## src/rtl/cnn_pkg.sv

```systemverilog
// Shared definitions for the CNN layer chain: collector FSM states, default pixel
// width, and the conv/pool output-size helpers that the feature-map sizes derive from.
package cnn_pkg;

  typedef enum logic {
    FILL  = 1'b0,
    DRAIN = 1'b1
  } state_t;

  localparam int DW_DEFAULT = 16;

  // Layer-1 geometry: 8x8 image, 2x2 kernel at stride 2, then 2:1 pooling.
  localparam int IMG_N    = 8;
  localparam int IMG_M    = 8;
  localparam int K_SIZE   = 2;
  localparam int K_STRIDE = 2;
  localparam int P_STRIDE = 2;

  function automatic int conv_out(input int in_size, input int k, input int stride);
    return (in_size - k) / stride + 1;
  endfunction

  function automatic int pool_out(input int in_size, input int stride);
    return in_size / stride;
  endfunction

  function automatic int addr_width(input int depth);
    return (depth <= 1) ? 1 : $clog2(depth);
  endfunction

  localparam int OW_DEFAULT = pool_out(conv_out(IMG_N, K_SIZE, K_STRIDE), P_STRIDE);
  localparam int OH_DEFAULT = pool_out(conv_out(IMG_M, K_SIZE, K_STRIDE), P_STRIDE);

endpackage

```

## src/rtl/fmap_ram.sv

```systemverilog
// Simple dual-port frame RAM: synchronous write, synchronous read with read enable.
// rd_data holds its value while rd_en is low, so it doubles as the prefetch stage.
module fmap_ram #(
  parameter int DEPTH = 4,
  parameter int DW    = 16,
  parameter int AW    = 2
) (
  input  logic          clk,
  input  logic          wr_en,
  input  logic [AW-1:0] wr_addr,
  input  logic [DW-1:0] wr_data,
  input  logic          rd_en,
  input  logic [AW-1:0] rd_addr,
  output logic [DW-1:0] rd_data
);

  logic [DW-1:0] mem [DEPTH];

  always_ff @(posedge clk) begin
    if (wr_en) begin
      mem[wr_addr] <= wr_data;
    end
  end

  always_ff @(posedge clk) begin
    if (rd_en) begin
      rd_data <= mem[rd_addr];
    end
  end

endmodule

```

## src/rtl/fmap_collector.sv

```systemverilog
// Frame buffer between layers: captures one OW x OH feature map, then replays it in
// raster order over valid/ready. Build with FMAP_RELU_EN to clamp negative pixels to 0.
module fmap_collector
  import cnn_pkg::*;
#(
  parameter int OW = OW_DEFAULT,
  parameter int OH = OH_DEFAULT,
  parameter int DW = DW_DEFAULT
) (
  input  logic                         clk,
  input  logic                         reset,
  input  logic [DW-1:0]                i_pixel,
  input  logic                         i_data_valid,
  output logic [DW-1:0]                o_pixel,
  output logic                         o_data_valid,
  input  logic                         i_ready,
  output logic [$clog2(OW*OH+1)-1:0]   o_count,
  output logic                         o_full,
  output logic                         o_frame_done,
  output logic                         o_overflow
);

  localparam int DEPTH = OW * OH;
  localparam int AW    = addr_width(DEPTH);
  localparam int CW    = $clog2(DEPTH + 1);
  localparam logic [CW-1:0] LAST    = CW'(DEPTH - 1);
  localparam logic [CW-1:0] DEPTH_C = CW'(DEPTH);

  state_t        state_reg, state_next;
  logic [CW-1:0] count_reg;
  logic [CW-1:0] rd_ptr_reg;
  logic [CW-1:0] out_cnt_reg;
  logic          pf_valid_reg;
  logic [DW-1:0] pixel_reg;
  logic          valid_reg;
  logic          overflow_reg;

  logic          wr_en;
  logic          last_write;
  logic          xfer;
  logic          last_beat;
  logic          out_load;
  logic          rd_issue;
  logic [DW-1:0] wr_data;
  logic [DW-1:0] rd_data;

`ifdef FMAP_RELU_EN
  assign wr_data = i_pixel[DW-1] ? '0 : i_pixel;
`else
  assign wr_data = i_pixel;
`endif

  always_comb begin
    state_next = state_reg;
    wr_en      = (state_reg == FILL) && i_data_valid;
    last_write = wr_en && (count_reg == LAST);
    xfer       = valid_reg && i_ready;
    last_beat  = xfer && (out_cnt_reg == LAST);
    out_load   = pf_valid_reg && (!valid_reg || i_ready);
    // The read of mem[0] is issued alongside the final write so the first beat
    // lands two cycles after it.
    rd_issue   = (last_write || ((state_reg == DRAIN) && (rd_ptr_reg < DEPTH_C)))
                 && (!pf_valid_reg || out_load);
    case (state_reg)
      FILL:    if (last_write) state_next = DRAIN;
      DRAIN:   if (last_beat)  state_next = FILL;
      default: state_next = FILL;
    endcase
  end

  always_ff @(posedge clk) begin
    if (reset) begin
      state_reg    <= FILL;
      count_reg    <= '0;
      rd_ptr_reg   <= '0;
      out_cnt_reg  <= '0;
      pf_valid_reg <= 1'b0;
      pixel_reg    <= '0;
      valid_reg    <= 1'b0;
      overflow_reg <= 1'b0;
    end else begin
      state_reg <= state_next;

      if (wr_en) begin
        count_reg <= last_write ? '0 : count_reg + CW'(1);
      end

      if ((state_reg == DRAIN) && i_data_valid) begin
        overflow_reg <= 1'b1;
      end

      if (rd_issue) begin
        rd_ptr_reg   <= rd_ptr_reg + CW'(1);
        pf_valid_reg <= 1'b1;
      end else if (out_load) begin
        pf_valid_reg <= 1'b0;
      end

      if (out_load) begin
        pixel_reg <= rd_data;
        valid_reg <= 1'b1;
      end else if (xfer) begin
        valid_reg <= 1'b0;
      end

      if (xfer) begin
        out_cnt_reg <= last_beat ? '0 : out_cnt_reg + CW'(1);
      end

      if (last_beat) begin
        rd_ptr_reg <= '0;
      end
    end
  end

  fmap_ram #(
    .DEPTH (DEPTH),
    .DW    (DW),
    .AW    (AW)
  ) u_ram (
    .clk     (clk),
    .wr_en   (wr_en),
    .wr_addr (count_reg[AW-1:0]),
    .wr_data (wr_data),
    .rd_en   (rd_issue),
    .rd_addr (rd_ptr_reg[AW-1:0]),
    .rd_data (rd_data)
  );

  assign o_pixel      = pixel_reg;
  assign o_data_valid = valid_reg;
  assign o_count      = count_reg;
  assign o_full       = (state_reg == DRAIN);
  assign o_frame_done = last_beat;
  assign o_overflow   = overflow_reg;

endmodule

```

## config.mk

```make
export PLATFORM = sky130hd
export DESIGN_NAME = fmap_collector
export DESIGN_NICKNAME = d
export VERILOG_FILES = /design/src/rtl/cnn_pkg.sv /design/src/rtl/fmap_ram.sv /design/src/rtl/fmap_collector.sv
export SDC_FILE = /design/constraint.sdc
export NUM_CORES = 1
export LEC_CHECK = 0
export BUFFER_PORTS_ARGS = -buffer_cell sky130_fd_sc_hd__buf_2
export CAP_MARGIN = 20
export CELL_PAD_IN_SITES_DETAIL_PLACEMENT = 1
export CELL_PAD_IN_SITES_GLOBAL_PLACEMENT = 1
export CORE_AREA = 2 2 128 68
export CTS_CLUSTER_DIAMETER = 30
export DETAILED_ROUTE_END_ITERATION = 16
export DIE_AREA = 0 0 130 70
export PLACE_DENSITY = 0.92
export SYNTH_ARGS = -nofsm -noshare
export SYNTH_HDL_FRONTEND = slang
export SYNTH_SLANG_ARGS = --single-unit
```

## constraint.sdc

```tcl
create_clock -name clk -period 4.8 [get_ports clk]
set_input_delay 0.48 -clock clk [delete_from_list [all_inputs] [get_ports clk]]
set_output_delay 0.48 -clock clk [all_outputs]
set_load 0.05 [all_outputs]
```

==> flow_summary.ini <==
[synth]
synth_top_cell_area_share = 0.587
synth-async-reset-ratio = 0
synthFlopType = edfxtp_1
yosysTopAreaCell = edfxtp_1
synthCells = 244
synthTopCellsByArea = edfxtp_1 59%, dfxtp_1 14%, mux4_2 8.8%
synth-seq-cells = 109
syn-num-nets = 270
ys_seq_area_frac = 0.729
synthDistinctLibCells = 35
avgSynthCellArea_um2 = 16.8
synthesis.area_mm2 = 0.00409
synth_edf_count = 80
yosysWarnings = 0

[power_and_ir_drop]
swShare = 0.208
power.share.clock = 0.391
power_density_mw_per_mm2 = 398
internal_power_w = 0.00147
combPwrFrac = 0.044
p_leak_nw = 1.60
pwr-share-seq = 0.565
netSwitchingPower_w = 0.000385
worst_ir_drop_vdd_mv = 0.203

[worst_setup_path]
crit_type = flip-flop to flip-flop
rr_startpoint = o_count[1]
critPathArrivalTime_ps = 2380
critPathRequiredTime_ps = 5030
ff2ff_setup_slack_ps = 2650
crit_path_max_fanout = 18
cp_slowest_cell = a22oi_2
startpoint_type = flip-flop
rr_endpoint = rd_ptr_reg[0]
path_cells = ha_1, nand4bb_4, a22oi_2, mux2_4
worst_setup_path_end_kind = flip-flop
reg2regPathDepth = 4
max_stage_delay_ps = 850

[floorplanning]
core_area_mm2 = 0.00820
die_y_um = 70
die_w_um = 130
io_pins = 43
start_util = 0.499
die_area_mm2 = 0.00910
row_count = 24

[sta]
setup_violations = 0
min_period_ps = 2150
fin_crit_sh = 0.448
whs_ps = 349
relSlewSlack = 0.305
fmax_mhz = 465
skew_ps = 7.41
rsz0062_at_grt = no
drv_slew = 0
hold_viol_final = 0
tightest_slew_ps = 1040
finalSetupTns_ps = 0

[route]
drtAntennaViolNets = 0
wl_um = 8460
via_per_inst = 5.46
drc = 0
firstDrtPassIters = 4
wl_per_cell_um = 20.8
vias = 2215
drtIter0Drc = 191

[clocking]
clk_path_buf_depth = 2
cts_root_buf = clkbuf_16
numCtsBuffers = 9
clock_latency_ps = 340
clk_pin_slew_ps = 70
cts_tree = built
cts_setup_buffers = 0
hold_buffers = 0
cts_sinks = 109
ctsResizeCount = 0
htree_num_levels = 3

[hold_path]
min_to = u_ram.mem[2][0]
hp-class = primary input to flip-flop
min_from = i_pixel[0]
holdPathStages = 1

[finish]
largest_reg_flops = 64
antenna_cells = 0
largest_register = u_ram.mem
drive_above_1_share = 0.280
fin_util = 0.569
synthToLayoutAreaGrowth_pct = 13.8
finalInstanceArea_mm2 = 0.00466
nNetsFinal = 310

[grt]
grt_pass1_vias = 2275
grt-ovfl-total = 0
grt_max_degree = 33
grt.total_usage = 0.201
grt_pass1_wl_um = 13000
antenna_found_initial = 0

[place]
dp_hpwl_um = 5740
io_buffers = 42
placed_area_mm2 = 0.00437
place_congestion = 0.762

[job]
maxCapViolCount = 0

[run_status]
status = complete, no violations
-- stage by stage --
| step | setup slack, ps | std cells | total power [W] |
|---|---|---|---|
| after floorplan | 2550 | 244 | 0.00112 |
| after global placement | 2620 | 390 | 0.00115 |
| after detailed placement | 2560 | 390 | 0.00115 |
| after CTS | 2640 | 406 | 0.00187 |
| after global routing | 2500 | 406 | 0.00191 |
| final | 2650 | 406 | 0.00186 |
-- layout make-up --
class                   instances  area (um2)
flip-flops and latches        109        2980
multi-input cells             115         998
repair buffers                 43         218
inverters                       6        22.5
clock inverters                 6        63.8
clock buffers                  10         229
well taps                     117         146
fillers                       788        3540
-- synth_stat cells, types with 3 or more instances --
master,n
edfxtp_1,80
nand2b_1,4
mux4_2,16
nor3b_1,3
dfxtp_1,29
a21oi_1,23
o21ai_0,7
and2_1,4
nand2_1,7
ha_1,6
buf_2,6
nand3_1,18
inv_1,5
o21ai_1,9
buf_6,3
-- worst max-delay path: cells and delay by family, from the launching register on --
| kind | cells | cell delay [ps] |
|---|---|---|
| flops | 1 | 400 |
| mux | 1 | 350 |
| simple gates | 1 | 160 |
| fa+ha+maj | 1 | 280 |
| compound gates | 1 | 850 |
-- kinds of logic after synthesis --
kind of cell               after synthesis  share of synthesized area
muxes                                   19                     0.0969
DFF                                    109                      0.729
adders and majority gates                6                     0.0183
AOI/OAI and AO/OA                       43                     0.0581
buffers and inverters                   20                     0.0275
and+or+nand+nor                         47                     0.0706
-- power by group through the flow --
stage | Combinational [W] | Sequential (W) | Clock, W
after detailed placement | 0.0000820 | 0.00107 | 0
after floorplan | 0.0000404 | 0.00107 | 0
after CTS | 0.0000824 | 0.00105 | 0.000739
after global placement | 0.0000774 | 0.00107 | 0
after global routing | 0.0000878 | 0.00105 | 0.000771
final | 0.0000811 | 0.00105 | 0.000726
-- worst max path at each step --
stage,from,endpoint,slack (ps)
final,o_count[1],rd_ptr_reg[0],2650
after global routing,o_data_valid,rd_ptr_reg[0],2500
after CTS,o_count[1],rd_ptr_reg[0],2640
after detailed placement,i_ready,rd_ptr_reg[0],2560
after global placement,i_ready,rd_ptr_reg[0],2620
after floorplan,o_count[1],rd_ptr_reg[0],2550
-- per-layer routing --
| metal | part of all wire | global-route usage | up-vias |
|---|---|---|---|
| li1 | - | - | 1026 |
| met1 | 0.51 | 0.298 | 1137 |
| met2 | 0.45 | 0.287 | 48 |
| met3 | 0.036 | 0.0636 | 4 |
| met4 | 0.0054 | 0.0573 | 0 |
| met5 | 0 | 0 | - |
-- cells in the final DEF, fill, tap and decap left out, types with 2 or more instances in the layout --
| master | count |
|---|---|
| a21oi_1 | 23 |
| and2_1 | 4 |
| buf_2 | 42 |
| clkbuf_16 | 9 |
| clkinv_4 | 2 |
| dfxtp_1 | 29 |
| edfxtp_1 | 80 |
| ha_1 | 6 |
| inv_1 | 5 |
| mux4_2 | 16 |
| nand2_1 | 7 |
| nand2b_1 | 4 |
| nand3_1 | 18 |
| nand3b_1 | 2 |
| nor3_1 | 2 |
| nor3b_1 | 3 |
| o21ai_0 | 7 |
| o21ai_1 | 9 |
No activity file was read; power rests on OpenSTA's default activity.
